==> config.mk <==
export PLATFORM = sky130hd
export DESIGN_NAME = alu_cmd_sequencer
export DESIGN_NICKNAME = d
export VERILOG_FILES = /design/src/rtl/alu_seq_pkg.sv /design/src/rtl/alu_seq_fifo.sv /design/src/rtl/alu_cmd_sequencer.sv
export SDC_FILE = /design/constraint.sdc
export NUM_CORES = 1
export LEC_CHECK = 0
export ABC_CLOCK_PERIOD_IN_PS = 7400
export CAP_MARGIN = 20
export CORE_MARGIN = 4
export CORE_UTILIZATION = 55
export CTS_CLUSTER_DIAMETER = 120
export DETAILED_ROUTE_END_ITERATION = 7
export GPL_TIMING_DRIVEN = 0
export PLACE_DENSITY = 0.91
export RECOVER_POWER = 100
export SLEW_MARGIN = 20
export SYNTH_ARGS = -nofsm -noshare
export SYNTH_HDL_FRONTEND = slang
export SYNTH_SLANG_ARGS = --single-unit
==> constraint.sdc <==
create_clock -name clk -period 7.4 [get_ports clk]
set_input_delay 1.48 -clock clk [delete_from_list [all_inputs] [get_ports clk]]
set_output_delay 1.48 -clock clk [all_outputs]
set_load 0.05 [all_outputs]
==> src/rtl/alu_seq_pkg.sv <==
// Shared types for the ALU command sequencer: opcodes, FSM states and the
// command record carried through the command FIFO.
package alu_seq_pkg;

  localparam int SEQ_WIDTH = 32;
  localparam int SEQ_TAG_W = 4;

  localparam logic [4:0] OP_AND   = 5'd0;
  localparam logic [4:0] OP_OR    = 5'd1;
  localparam logic [4:0] OP_XOR   = 5'd2;
  localparam logic [4:0] OP_NOT   = 5'd3;
  localparam logic [4:0] OP_NOR   = 5'd4;
  localparam logic [4:0] OP_NAND  = 5'd5;
  localparam logic [4:0] OP_ADD   = 5'd6;
  localparam logic [4:0] OP_SUB   = 5'd7;
  localparam logic [4:0] OP_FPMUL = 5'd8;
  localparam logic [4:0] OP_EXP   = 5'd9;
  localparam logic [4:0] OP_DIV   = 5'd10;
  localparam logic [4:0] OP_MOD   = 5'd11;
  localparam logic [4:0] OP_MAC   = 5'd14;

  typedef enum logic [1:0] {
    ST_IDLE,
    ST_ISSUE,
    ST_WAIT,
    ST_RESP
  } seq_state_t;

  typedef struct packed {
    logic [4:0]           op;
    logic [SEQ_WIDTH-1:0] a;
    logic [SEQ_WIDTH-1:0] b;
    logic                 rs1_signed;
    logic                 rs2_signed;
    logic                 fp;
    logic [SEQ_TAG_W-1:0] tag;
  } alu_cmd_t;

endpackage

==> src/rtl/alu_seq_fifo.sv <==
// Synchronous command FIFO with occupancy-based full/empty flags.
// Storage is not reset; only pointers and count are, which flushes the queue.
module alu_seq_fifo #(
  parameter int DEPTH   = 4,
  parameter int ENTRY_W = 8
) (
  input  logic               clk,
  input  logic               rst_n,
  input  logic               push,
  input  logic [ENTRY_W-1:0] wr_data,
  input  logic               pop,
  output logic [ENTRY_W-1:0] rd_data,
  output logic               full,
  output logic               empty
);

  localparam int AW = (DEPTH > 1) ? $clog2(DEPTH) : 1;

  logic [ENTRY_W-1:0] mem [DEPTH];
  logic [AW-1:0]      wr_ptr;
  logic [AW-1:0]      rd_ptr;
  logic [AW:0]        count;
  logic               do_push;
  logic               do_pop;

  assign do_push = push && !full;
  assign do_pop  = pop && !empty;
  assign full    = (count == (AW+1)'(DEPTH));
  assign empty   = (count == '0);
  assign rd_data = mem[rd_ptr];

  // Pointers wrap naturally because DEPTH is a power of two.
  always_ff @(posedge clk or negedge rst_n) begin
    if (!rst_n) begin
      wr_ptr <= '0;
      rd_ptr <= '0;
      count  <= '0;
    end else begin
      if (do_push) wr_ptr <= wr_ptr + 1'b1;
      if (do_pop)  rd_ptr <= rd_ptr + 1'b1;
      case ({do_push, do_pop})
        2'b10:   count <= count + 1'b1;
        2'b01:   count <= count - 1'b1;
        default: count <= count;
      endcase
    end
  end

  always_ff @(posedge clk) begin
    if (do_push) mem[wr_ptr] <= wr_data;
  end

endmodule

==> src/rtl/alu_cmd_sequencer.sv <==
// Buffers ALU commands, issues them one at a time to a multi-cycle ALU under a
// watchdog, and returns tagged results in command order.
module alu_cmd_sequencer
  import alu_seq_pkg::*;
#(
  parameter int WIDTH   = SEQ_WIDTH,
  parameter int DEPTH   = 4,
  parameter int TAG_W   = SEQ_TAG_W,
  parameter int TIMEOUT = 2047
) (
  input  logic             clk,
  input  logic             rst,
  input  logic             cmd_valid,
  output logic             cmd_ready,
  input  logic [4:0]       cmd_op,
  input  logic [WIDTH-1:0] cmd_a,
  input  logic [WIDTH-1:0] cmd_b,
  input  logic             cmd_rs1_signed,
  input  logic             cmd_rs2_signed,
  input  logic             cmd_fp,
  input  logic [TAG_W-1:0] cmd_tag,
  output logic             start_alu,
  output logic [4:0]       op,
  output logic [WIDTH-1:0] A,
  output logic [WIDTH-1:0] B,
  output logic             rs1_signed,
  output logic             rs2_signed,
  output logic             operation_ieee754_or_integer,
  input  logic             busy_alu,
  input  logic             valid_alu,
  input  logic             error_alu,
  input  logic [WIDTH-1:0] result,
  output logic             rsp_valid,
  input  logic             rsp_ready,
  output logic [WIDTH-1:0] rsp_result,
  output logic [TAG_W-1:0] rsp_tag,
  output logic             rsp_error,
  output logic             rsp_timeout
);

  localparam int WD_W = $clog2(TIMEOUT + 1);

  seq_state_t       state_q, state_d;
  alu_cmd_t         cmd_in, cmd_head;
  logic             fifo_full, fifo_empty;
  logic             pop_head, capture, expire, wd_expired;
  logic [TAG_W-1:0] tag_q;
  logic [WD_W-1:0]  wd_q;

  always_comb begin
    cmd_in            = '0;
    cmd_in.op         = cmd_op;
    cmd_in.a          = SEQ_WIDTH'(cmd_a);
    cmd_in.b          = SEQ_WIDTH'(cmd_b);
    cmd_in.rs1_signed = cmd_rs1_signed;
    cmd_in.rs2_signed = cmd_rs2_signed;
    cmd_in.fp         = cmd_fp;
    cmd_in.tag        = SEQ_TAG_W'(cmd_tag);
  end

  assign cmd_ready = !fifo_full;

  alu_seq_fifo #(
    .DEPTH   (DEPTH),
    .ENTRY_W ($bits(alu_cmd_t))
  ) u_fifo (
    .clk     (clk),
    .rst_n   (rst),
    .push    (cmd_valid),
    .wr_data (cmd_in),
    .pop     (pop_head),
    .rd_data (cmd_head),
    .full    (fifo_full),
    .empty   (fifo_empty)
  );

  assign wd_expired = (wd_q == WD_W'(TIMEOUT));

  always_ff @(posedge clk or negedge rst) begin
    if (!rst) state_q <= ST_IDLE;
    else      state_q <= state_d;
  end

  // valid_alu is only honoured in WAIT; ISSUE and RESP/IDLE drop it as stale.
  always_comb begin
    state_d  = state_q;
    pop_head = 1'b0;
    capture  = 1'b0;
    expire   = 1'b0;
    case (state_q)
      ST_IDLE: begin
        if (!fifo_empty && !busy_alu) begin
          pop_head = 1'b1;
          state_d  = ST_ISSUE;
        end
      end
      ST_ISSUE: state_d = ST_WAIT;
      ST_WAIT: begin
        if (valid_alu) begin
          capture = 1'b1;
          state_d = ST_RESP;
        end else if (wd_expired) begin
          expire  = 1'b1;
          state_d = ST_RESP;
        end
      end
      ST_RESP: begin
        if (rsp_ready) state_d = ST_IDLE;
      end
      default: state_d = ST_IDLE;
    endcase
  end

  // start_alu is registered so it cannot glitch while reset is asserted.
  always_ff @(posedge clk or negedge rst) begin
    if (!rst) begin
      start_alu                    <= 1'b0;
      op                           <= '0;
      A                            <= '0;
      B                            <= '0;
      rs1_signed                   <= 1'b0;
      rs2_signed                   <= 1'b0;
      operation_ieee754_or_integer <= 1'b0;
      tag_q                        <= '0;
      wd_q                         <= '0;
      rsp_valid                    <= 1'b0;
      rsp_result                   <= '0;
      rsp_tag                      <= '0;
      rsp_error                    <= 1'b0;
      rsp_timeout                  <= 1'b0;
    end else begin
      start_alu <= pop_head;
      rsp_valid <= (state_d == ST_RESP);
      if (pop_head) begin
        op                           <= cmd_head.op;
        A                            <= WIDTH'(cmd_head.a);
        B                            <= WIDTH'(cmd_head.b);
        rs1_signed                   <= cmd_head.rs1_signed;
        rs2_signed                   <= cmd_head.rs2_signed;
        operation_ieee754_or_integer <= cmd_head.fp;
        tag_q                        <= TAG_W'(cmd_head.tag);
      end
      if (state_q == ST_ISSUE) begin
        wd_q <= '0;
      end else if ((state_q == ST_WAIT) && !valid_alu && !wd_expired) begin
        wd_q <= wd_q + 1'b1;
      end
      if (capture) begin
        rsp_result  <= result;
        rsp_error   <= error_alu;
        rsp_timeout <= 1'b0;
        rsp_tag     <= tag_q;
      end else if (expire) begin
        rsp_result  <= '0;
        rsp_error   <= 1'b0;
        rsp_timeout <= 1'b1;
        rsp_tag     <= tag_q;
      end
    end
  end

endmodule
# Word-level counts from Yosys, hierarchy flattened
# Memory sizes are Yosys's and may differ from the RTL's. A register that Yosys moved wholly into a read port is not among the register bits.
# Index checks and enable logic that the tools add are counted.
# classes
add_sub_neg	5
n_eq_ne	8
mux	25
reduce_logical	16
# op_table
cell	count
32-bit 2-to-1 mux	2
11-bit 2-to-1 mux	2
1-bit 2-to-1 mux	13
11-bit by 1-bit adder with 11-bit output, second input constant	1
11-bit equality test, second input constant	1
2-bit equality test, second input constant	4
2-bit 2-to-1 mux	4
4-bit 2-to-1 mux	2
2-bit case mux with 4 select lines	1
1-bit logical NOT	6
3-bit case mux with 2 select lines	1
2-bit nonzero test	3
1-bit logical AND	5
2-bit by 1-bit adder with 2-bit output, second input constant	2
2-bit by 1-bit equality test with 1-bit output, second input constant	2
3-bit by 1-bit adder with 3-bit output, second input constant	1
3-bit equality test, second input constant	1
3-bit logical NOT	1
3-bit by 1-bit subtractor with 3-bit output, second input constant	1
2-bit logical NOT	1
# word_totals
ff_bits	60
mem_bits_rw	304
input_bits	115
out_inout_bits	113
wordCells	66
n_memories	1
# memory_table
name	words	width	read_ports	rd_clocked_by_memory_dff	write_ports	line_no	rtl
u_fifo.mem	4	76	1	1	1	alu_seq_fifo.sv:19	logic [ENTRY_W-1:0] mem [DEPTH];

# Depth between registers and ports, before layout
# Gate-level depths: netlist of the first run.
# depth
depth_word	8
ltp_mapped	10
mapped_depth_nobuf	10

# Cells and area by module
# From an unflattened synthesis of the first run, not the netlist that was laid out.
# unflattened
hier_cells	763
hier_area_um2	16330.7
# by_module_without_submodules
mod	instances	cells_each	area_each_um2
alu_seq_fifo	1	436	11377.2
alu_cmd_sequencer	1	327	4953.5

# Least setup slack after synthesis of the first run
# No wires, ideal clock.
# synth_path
kind	input port to flip-flop
startpoint	input port cmd_valid
endpoint	memory u_fifo.mem[0][0] in the netlist's numbering (enable)
arrival_time_ps	3294
t_required_ps	6957
path_slack_ps	3663
path_stages	1
cell_sequence	and3_1
# synth_between
elab_chain_len	3
# synth_rtl
element	line_no	rtl
start: declaration	alu_cmd_sequencer.sv:13	input logic cmd_valid,
1-bit logical AND	alu_seq_fifo.sv:26	assign do_push = push && !full;
1-bit 2-to-1 mux	alu_seq_fifo.sv:50	if (do_push) mem[wr_ptr] <= wr_data;
1-bit 2-to-1 mux (not written as such)	alu_seq_fifo.sv:50	
end: declaration	alu_seq_fifo.sv:19	
# Every way passes these cells.

# Final worst setup path of the first run
# layout_path
startpoint	input port busy_alu
endpoint	register u_fifo.count[2]
# layout_between
elab_chain_len	7
word_cells_on_any_way	9
cone_classes	eq/ne (2); mux (3); reduce/logical (4)
# layout_rtl
element	line_no	rtl
start: declaration	alu_cmd_sequencer.sv:29	input logic busy_alu,
1-bit logical NOT (*)	alu_cmd_sequencer.sv:92	if (!fifo_empty && !busy_alu) begin
1-bit logical AND (*)	alu_cmd_sequencer.sv:92	
1-bit 2-to-1 mux (*)	alu_cmd_sequencer.sv:92	
1-bit 2-to-1 mux (*)	alu_cmd_sequencer.sv:90	case (state_q)
1-bit logical AND (*)	alu_seq_fifo.sv:27	assign do_pop = pop && !empty;
net u_fifo.do_pop	alu_seq_fifo.sv:24	logic do_pop;
2-bit by 1-bit equality test with 1-bit output or 2-bit equality test (tied branches)	alu_seq_fifo.sv:41	case ({do_push, do_pop})
3-bit case mux with 2 select lines or 2-bit nonzero test (tied branches)	n/a	
end signal: assignment	alu_seq_fifo.sv:42	2'b10: count <= count + 1'b1;
end signal: assignment	alu_seq_fifo.sv:43	2'b01: count <= count - 1'b1;
end signal: assignment	alu_seq_fifo.sv:44	default: count <= count;
end: declaration	alu_seq_fifo.sv:22	logic [AW:0] count;
# The timed path passes the listed nets; every way through them passes the cells marked *.
# A chain may end at the register's enable or synchronous reset.

==> out/qor.csv, run 1 <==
stage,metric,value,unit
detailed_routing,routed vias/inst,5.748,
global_route,Tot GR Track Use,22.10,%
flow_run,Max Cap Viol,6,
worst_setup_path,crit-path cells,"dlygate4sd3_1, nor4_1, buf_2, ha_1, inv_1, fa_1, xor2_1, nor2_1, xor2_1",
pwr,Leakage,7.536,nW
sta,fin. max-slew vios,215,
placed_design,pre-CTS setup slack,2926,ps
global_route,GR Util met3,6.984,%
detailed_routing,WL/cell,24.20,µm
global_route,global routing met1 resource utilization,28.24,%
finish,Final Util,70.94,%
floorplanning,Die X-Extent,180.6,µm
worst_setup_path,max incr delay on CP,2090,ps
yosys,Synth Area in Compound Gates,2.734,%
detailed_routing,# DRC,0,
worst_hold_path,hold_sp,op[2],
yosys,Synth area leader,edfxtp_1,
worst_setup_path,Worst Setup Start Kind,input pin,
worst_setup_path,worst r2r src,state_q[1],
yosys,top-area cell type share of the netlist area,55.72,%
worst_hold_path,hold endpoint,op[2],
outcome,failing checks,"max-capacitance violations, max-slew violations",
worst_setup_path,Worst Path Arrival,5840,ps
yosys,most frequent cell after synthesis,edfxtp_1,
yosys,Ys Warns,0,
global_route,largest net degree at the start of global routing,77,
finish,Fillers,1730,
finish,Final nets,1168,
detailed_routing,drt pass-1 iters,5,
worst_setup_path,CP endpoint kind,register,
yosys,adder-cell share of the synthesized area,0.5805,%
worst_setup_path,Reg2Reg Setup Slack,3050,ps
worst_setup_path,worst path required time,7850,ps
sta,Hold Fails Final Rpt,0,
finish,Final Instance Area,0.02058,mm²
detailed_routing,ANT nets after route,0,
yosys,Synth Cell Area,0.01638,mm²
placed_design,DP HPWL,22280,µm
global_route,first-pass GRT wire length,55720,µm
floorplanning,row count,62,
outcome,status,finished with violations,
clock_tree,total clock sinks,440,
worst_setup_path,CP max stage cell,nor4_1,
yosys,Post-Synth XOR/XNOR Area,0.3208,%
sta,worst slew pin tran,4010,ps
floorplanning,Starting Density,56.46,%
worst_hold_path,hold depth,1,
yosys,Commonest cells post-synth,"304 x edfxtp_1, 136 x dfrtp_1, 76 x mux4_2",
placed_design,Inst Count DP,1384,
worst_hold_path,Hold WC Path Type,register to register,
worst_setup_path,CP max FO,10,
pwr,Pwr Density,449.0,mW/mm²
yosys,async set-reset flop share out of synthesis,30.91,%
sta,fin crit share,72.86,%
yosys,"top cells by area, synth","edfxtp_1 56%, dfrtp_1 21%, mux4_2 10%",
worst_setup_path,Reg-to-Reg End,u_fifo.count[2],
clock_tree,Worst-path clk slew,60,ps
yosys,multiplexer share of the synthesized area,16.67,%
sta,Final Critical Period,5392,ps
sta,clk_skew,24.80,ps
clock_tree,Clock Latency Late Sink,550,ps
placed_design,RD Place Congestion,0.8628,
floorplanning,Die Y,180.6,µm
sta,final setup vio count,0,
clock_tree,CTS max path bufs,3,
global_route,grt peak-use layer,met2,
yosys,"flops & latches, synth",440,
yosys,Syn Nets,888,
floorplanning,IO Count,228,
detailed_routing,vias post-DR,8450,
yosys,cells after synthesis,766,
yosys,Syn Area/Cell,21.39,µm²
worst_setup_path,Worst path most repeated cell,xor2_1,
finish,area of the multi-input gates,0.003525,mm²
sta,f_max,185.5,MHz
sta,Worst Slack Setup Final,2008,ps
placed_design,IO buf count,227,
yosys,Post-synth EDFFs,304,
yosys,largest family of logic cells by synthesized area,multiplexers,
pwr,Peak VDD IR,309.3,µV
finish,share of layout cells above drive strength 1,20.52,%
global_route,met2 usage,37.42,%
worst_setup_path,CP Class,input pin to register,
finish,"non-filler cells, final",1470,
clock_tree,cts hold-fix bufs,0,
clock_tree,CTS resizes,0,
sta,relative max-transition margin,-167.3,%
clock_tree,CTS tree,yes,
global_route,antenna violations before repair,12,
clock_tree,Post CTS Setup Buffer Count,0,
placed_design,Placed Area,0.01934,mm²
global_route,global route overflow,0,
clock_tree,Num CTS Buffers,44,
yosys,Netlist cell types,48,
clock_tree,H-tree depth,2,
sta,RSZ-0062 raised after global routing,no,
finish,Area Overhead vs Synth,25.63,%
yosys,Main synth FF type,edfxtp_1,
worst_setup_path,R2R cell count,8,
floorplanning,Die ar.,0.03261,mm²
yosys,simple-gate portion of the synthesized area,1.680,%
detailed_routing,drt first-iter violations,630,
finish,area occupied by registers,0.01253,mm²
global_route,number of global-route vias before repair,9380,
floorplanning,core box area,0.02901,mm²
clock_tree,Clk Tree Root Cell,clkbuf_16,
detailed_routing,Routed WL,35580,µm
yosys,"Seq/Total Area, Yosys",76.50,%
==> through the flow <==
stage	power, W	setup TNS, ps	hold slack (ps)
after floorplan	0.006088	0	463.8
after global placement	0.007216	-159550	479.0
after detailed placement	0.007354	0	483.8
after CTS	0.009549	0	503.6
after global routing	0.009663	0	505.3
final	0.009241	0	492.8
==> area by class of cell <==
| cell class | count | area share, % |
|---|---|---|
| Antenna cell | 4 | 0.04864 |
| Sequential cell | 440 | 60.89 |
| Multi-Input combinational cell | 280 | 17.13 |
| Timing Repair Buffer | 234 | 11.64 |
| Tap cell | 384 | 2.334 |
| Clock buffer | 64 | 6.055 |
| Buffer | 35 | 0.9362 |
| Clock inverter | 18 | 0.7660 |
| Inverter | 11 | 0.2006 |
==> where the power goes <==
part           internal, W  switching [W]  leakage (nW)
registers          0.00338       0.000296          4.44
clock network      0.00122       0.000909         0.686
logic              0.00129        0.00215          2.41
total              0.00589        0.00335          7.54
==> routing by layer <==
layer,share of wire [%],vias up,wire length (µm)
met5,0.28,-,98
met4,1.9,16,671
met3,8.0,65,2835
met2,50,330,17950
met1,39,4375,14020
li1,-,3664,-
==> critical path: cells and delay by family <==
kind | cells | cell delay [ps]
buf+inv | 3 | 1200
xor+xnor | 2 | 290
simple gates | 2 | 2190
fa+ha+maj | 2 | 670
==> registers in the layout, indices dropped and copies added, names as in the netlist, 2 cells and up <==
name and cells:
state_q 2, B 32, u_fifo.count 3, tag_q 4, u_fifo.rd_ptr 2, u_fifo.wr_ptr 2
A 32, rsp_result 32, rsp_tag 4, op 5, wd_q 11, u_fifo.mem 304
==> layout by cell type, fill, tap and decap left out, drive strengths merged, types with 5 or more instances in the layout <==
| cell | count |
|---|---|
| a21oi | 7 |
| and3 | 7 |
| mux2 | 81 |
| dfrtp | 136 |
| dlygate4sd3 | 192 |
| buf | 22 |
| nor2 | 10 |
| edfxtp | 304 |
| ha | 6 |
| clkdlybuf4s50 | 34 |
| clkbuf | 85 |
| clkinv | 13 |
| inv | 14 |
| nand2 | 10 |
| o21ai | 5 |
| a22o | 33 |
| mux4 | 76 |
==> logic make-up (layout without fill, tap and decap cells) <==
family | Yosys count | after routing
AOI/OAI and AO/OA | 58 | 58
xor gates and xnor gates | 6 | 6
adders and majority gates | 7 | 7
buffers and inverters | 46 | 362
DFF | 440 | 440
muxes | 161 | 161
other | 0 | 4
and+or+nand+nor | 48 | 48
==> worst max path at each step <==
stage                             endpoint  depth (start not counted)       from
after floorplan           u_fifo.mem[0][0]                          1  cmd_valid
after global placement                A[0]                          1        rst
after detailed placement   u_fifo.count[2]                          9   busy_alu
after CTS                  u_fifo.count[2]                          9   busy_alu
after global routing       u_fifo.count[2]                          9   busy_alu
final                      u_fifo.count[2]                          9   busy_alu
(Power assumes the default switching activity.)
==> inputs of run 2 (changes only) <==
--- a/config.mk
+++ b/config.mk
@@ -5,14 +5,14 @@
 export SDC_FILE = /design/constraint.sdc
 export NUM_CORES = 1
 export LEC_CHECK = 0
-export ABC_CLOCK_PERIOD_IN_PS = 7400
+export ABC_CLOCK_PERIOD_IN_PS = 5200
 export CAP_MARGIN = 20
 export CORE_MARGIN = 4
-export CORE_UTILIZATION = 55
+export CORE_UTILIZATION = 54
 export CTS_CLUSTER_DIAMETER = 120
 export DETAILED_ROUTE_END_ITERATION = 7
 export GPL_TIMING_DRIVEN = 0
-export PLACE_DENSITY = 0.91
+export PLACE_DENSITY = 0.9
 export RECOVER_POWER = 100
 export SLEW_MARGIN = 20
 export SYNTH_ARGS = -nofsm -noshare
==> constraint.sdc (replaced) <==
create_clock -name clk -period 5.2 [get_ports clk]
set_input_delay 1.04 -clock clk [delete_from_list [all_inputs] [get_ports clk]]
set_output_delay 1.04 -clock clk [all_outputs]
set_load 0.05 [all_outputs]
==> run 2 against run 1 <==
Compared with the run above:
- the run still ends with max-capacitance violations, max-slew violations left
- global-route usage decreased by 0.81 points
- combinational power increased by 42%
- hold slack worse by 69 ps
- sequential cell count unchanged
- count of clock-buffer cells in the layout increased by 2
- sequential share of layout area fell by 0.11 points
- register-to-register slack worse by 1500 ps
- routed wire length fell by 1.5%
- critical endpoint is now u_fifo.mem[0][13]
==> out/qor.csv, run 2 (synthesized netlist as in run 1, its figures left out) <==
stage,metric,value,unit,change
clock_tree,CTS resizes,0,,unchanged
worst_setup_path,CP max FO,46,,+36
detailed_routing,routed vias/inst,5.635,,-2.0%
finish,"most common cell after layout, fill and taps aside",edfxtp_1,,
clock_tree,Post CTS Setup Buffer Count,0,,unchanged
sta,Hold Fails Final Rpt,0,,unchanged
sta,fin crit share,78.07,%,
global_route,antenna violations before repair,15,,+3
clock_tree,Worst-path clk slew,60,ps,about the same
detailed_routing,Routed WL,35040,µm,-1.5%
floorplanning,Die Y,182.2,µm,+0.88%
detailed_routing,ANT nets after route,0,,unchanged
detailed_routing,# DRC,0,,unchanged
worst_hold_path,Hold WC Path Type,input pin to async pin,,
global_route,first-pass GRT wire length,54150,µm,-2.8%
placed_design,DP HPWL,22290,µm,about the same
clock_tree,Clock Latency Late Sink,540,ps,about the same
finish,Top reg by flops,u_fifo.mem,,
worst_setup_path,worst path required time,5330,ps,-2520 ps
finish,share of layout cells above drive strength 1,20.61,%,+0.095 points
detailed_routing,WL/cell,23.75,µm,-1.9%
floorplanning,row count,63,,+1.6%
placed_design,RD Place Congestion,0.8313,,-3.7%
clock_tree,Clk Tree Root Cell,clkbuf_16,,
pwr,Leakage,7.540,nW,about the same
pwr,Net Sw Frac,35.63,%,-0.67 points
global_route,Tot GR Track Use,21.29,%,-0.81 points
clock_tree,Num CTS Buffers,43,,-2.3%
sta,Worst Slack Setup Final,1140,ps,-868.1 ps
sta,f_max,246.3,MHz,
clock_tree,total clock sinks,440,,unchanged
floorplanning,Die ar.,0.03319,mm²,+1.8%
worst_setup_path,CP bufs+invs,2,,-1
worst_setup_path,Worst Path Arrival,4190,ps,-1650 ps
global_route,global route overflow,0,,unchanged
pwr,Internal,0.008492,W,+44%
placed_design,IO buf count,227,,unchanged
worst_setup_path,crit-path cells,"dlygate4sd3_1, and3_1, clkbuf_2",,
finish,Area Overhead vs Synth,25.87,%,
clock_tree,CTS tree,yes,,
outcome,failing checks,"max-capacitance violations, max-slew violations",,
sta,fin. max-slew vios,211,,-1.9%
finish,Final nets,1165,,-0.26%
pwr,Peak VDD IR,455.1,µV,+47%
sta,RSZ-0062 raised after global routing,no,,
finish,most frequent cells in the layout,"304 x edfxtp_1, 192 x dlygate4sd3_1, 136 x dfrtp_1, 76 x mux4_2, 57 x mux2_2",,
global_route,number of global-route vias before repair,9192,,-2.0%
floorplanning,Die X-Extent,182.2,µm,+0.88%
floorplanning,core box area,0.02980,mm²,+2.7%
worst_setup_path,Worst Setup Start Kind,input pin,,
sta,Final TNS setup,0,ps,unchanged
worst_setup_path,CP Class,input pin to register,,
floorplanning,Starting Density,54.98,%,-1.5 points
sta,relative max-transition margin,-37.37,%,+130 points
clock_tree,CTS max path bufs,3,,unchanged
outcome,status,finished with violations,,
worst_setup_path,critical path's top delay family,buffers and inverters,,
global_route,largest net degree at the start of global routing,81,,+5.2%
clock_tree,cts hold-fix bufs,0,,unchanged
clock_tree,H-tree depth,2,,unchanged
placed_design,pre-CTS setup slack,1275,ps,-1651 ps
flow_run,Max Cap Viol,5,,-1
sta,clk_skew,23.64,ps,-1.164 ps
worst_setup_path,CP endpoint kind,register,,
worst_setup_path,max incr delay on CP,1330,ps,-760 ps
finish,Fillers,1824,,+5.4%
sta,Final Critical Period,4060,ps,
sta,worst slew pin tran,2060,ps,-1949 ps
pwr,Pwr Density,639.8,mW/mm²,+42%
pwr,combinational fraction of design power,37.0,%,-0.2 points
detailed_routing,drt first-iter violations,581,,-7.8%
detailed_routing,vias post-DR,8312,,-1.6%
floorplanning,IO Count,228,,unchanged
worst_setup_path,CP max stage cell,and3_1,,
pwr,Clock power frac,23.5,%,+0.5 points
detailed_routing,drt pass-1 iters,5,,unchanged
finish,Largest register FFs,304,,unchanged
pwr,Sequential Power Share,39.4,%,-0.3 points
pwr,Psw,0.004700,W,+40%
sta,final setup vio count,0,,unchanged
## run 2: cell count changes in the layout (fill, tap and decap cells not counted), sizes merged
cell and change:
clkinv -5, diode +4, buf -2, bufinv +2
clkbuf +2, inv -2
## run 2: final cells by class
cell class	count	area, µm²	share of cell area [%]
Antenna cell	8	20.02	0.09709
Buffer	35	191.4	0.9284
Tap cell	390	488.0	2.367
Sequential cell	440	12530	60.78
Clock buffer	66	1285	6.232
Timing Repair Buffer	232	2370	11.49
Clock inverter	13	152.6	0.7403
Inverter	11	41.29	0.2002
Multi-Input combinational cell	280	3540	17.17
## run 2: worst paths after layout
path / from / to / slack, ps / depth (start not counted)
min: rst / rsp_result[29] / 420 / 1
min reg2reg: op[3] / op[3] / 480 / 1
max in group asynchronous: rst / op[1] / 2470 / 2
min in group clk: op[3] / op[3] / 480 / 1
max: cmd_valid / u_fifo.mem[0][13] / 1140 / 3
max reg2reg: u_fifo.count[0] / u_fifo.mem[0][13] / 1590 / 4
## run 2: per-layer routing
| layer | up-vias | global-route usage, % | routed length [µm] |
|---|---|---|---|
| li1 | 3658 | - | - |
| met1 | 4221 | 27.25 | 13320 |
| met2 | 352 | 35.74 | 17630 |
| met3 | 65 | 7.196 | 3334 |
| met4 | 16 | 5.134 | 666 |
| met5 | - | 0 | 82 |
## run 2: stage by stage
step | std cells | total power, W | instance area, µm² | hold slack [ps] | utilization, %
CTS | 1467 | 0.01363 | 20740 | 452.8 | 69.61
detailed placement | 1388 | 0.01044 | 19300 | 481.6 | 64.79
global placement | 1383 | 0.01028 | 19140 | 469.5 | 64.24
floorplan | 766 | 0.008664 | 16380 | 463.8 | -
finish | 1475 | 0.01319 | 20620 | 424.0 | 69.20
global route | 1472 | 0.01377 | 20610 | 449.7 | 69.18
## run 2: power groups by stage
stage | combinational [W] | sequential [W] | clock [W]
final | 0.00488 | 0.00520 | 0.00311
after global routing | 0.00516 | 0.00530 | 0.00331
after CTS | 0.00524 | 0.00522 | 0.00317
after detailed placement | 0.00518 | 0.00526 | 0
after global placement | 0.00501 | 0.00527 | 0
after floorplan | 0.00197 | 0.00669 | 0
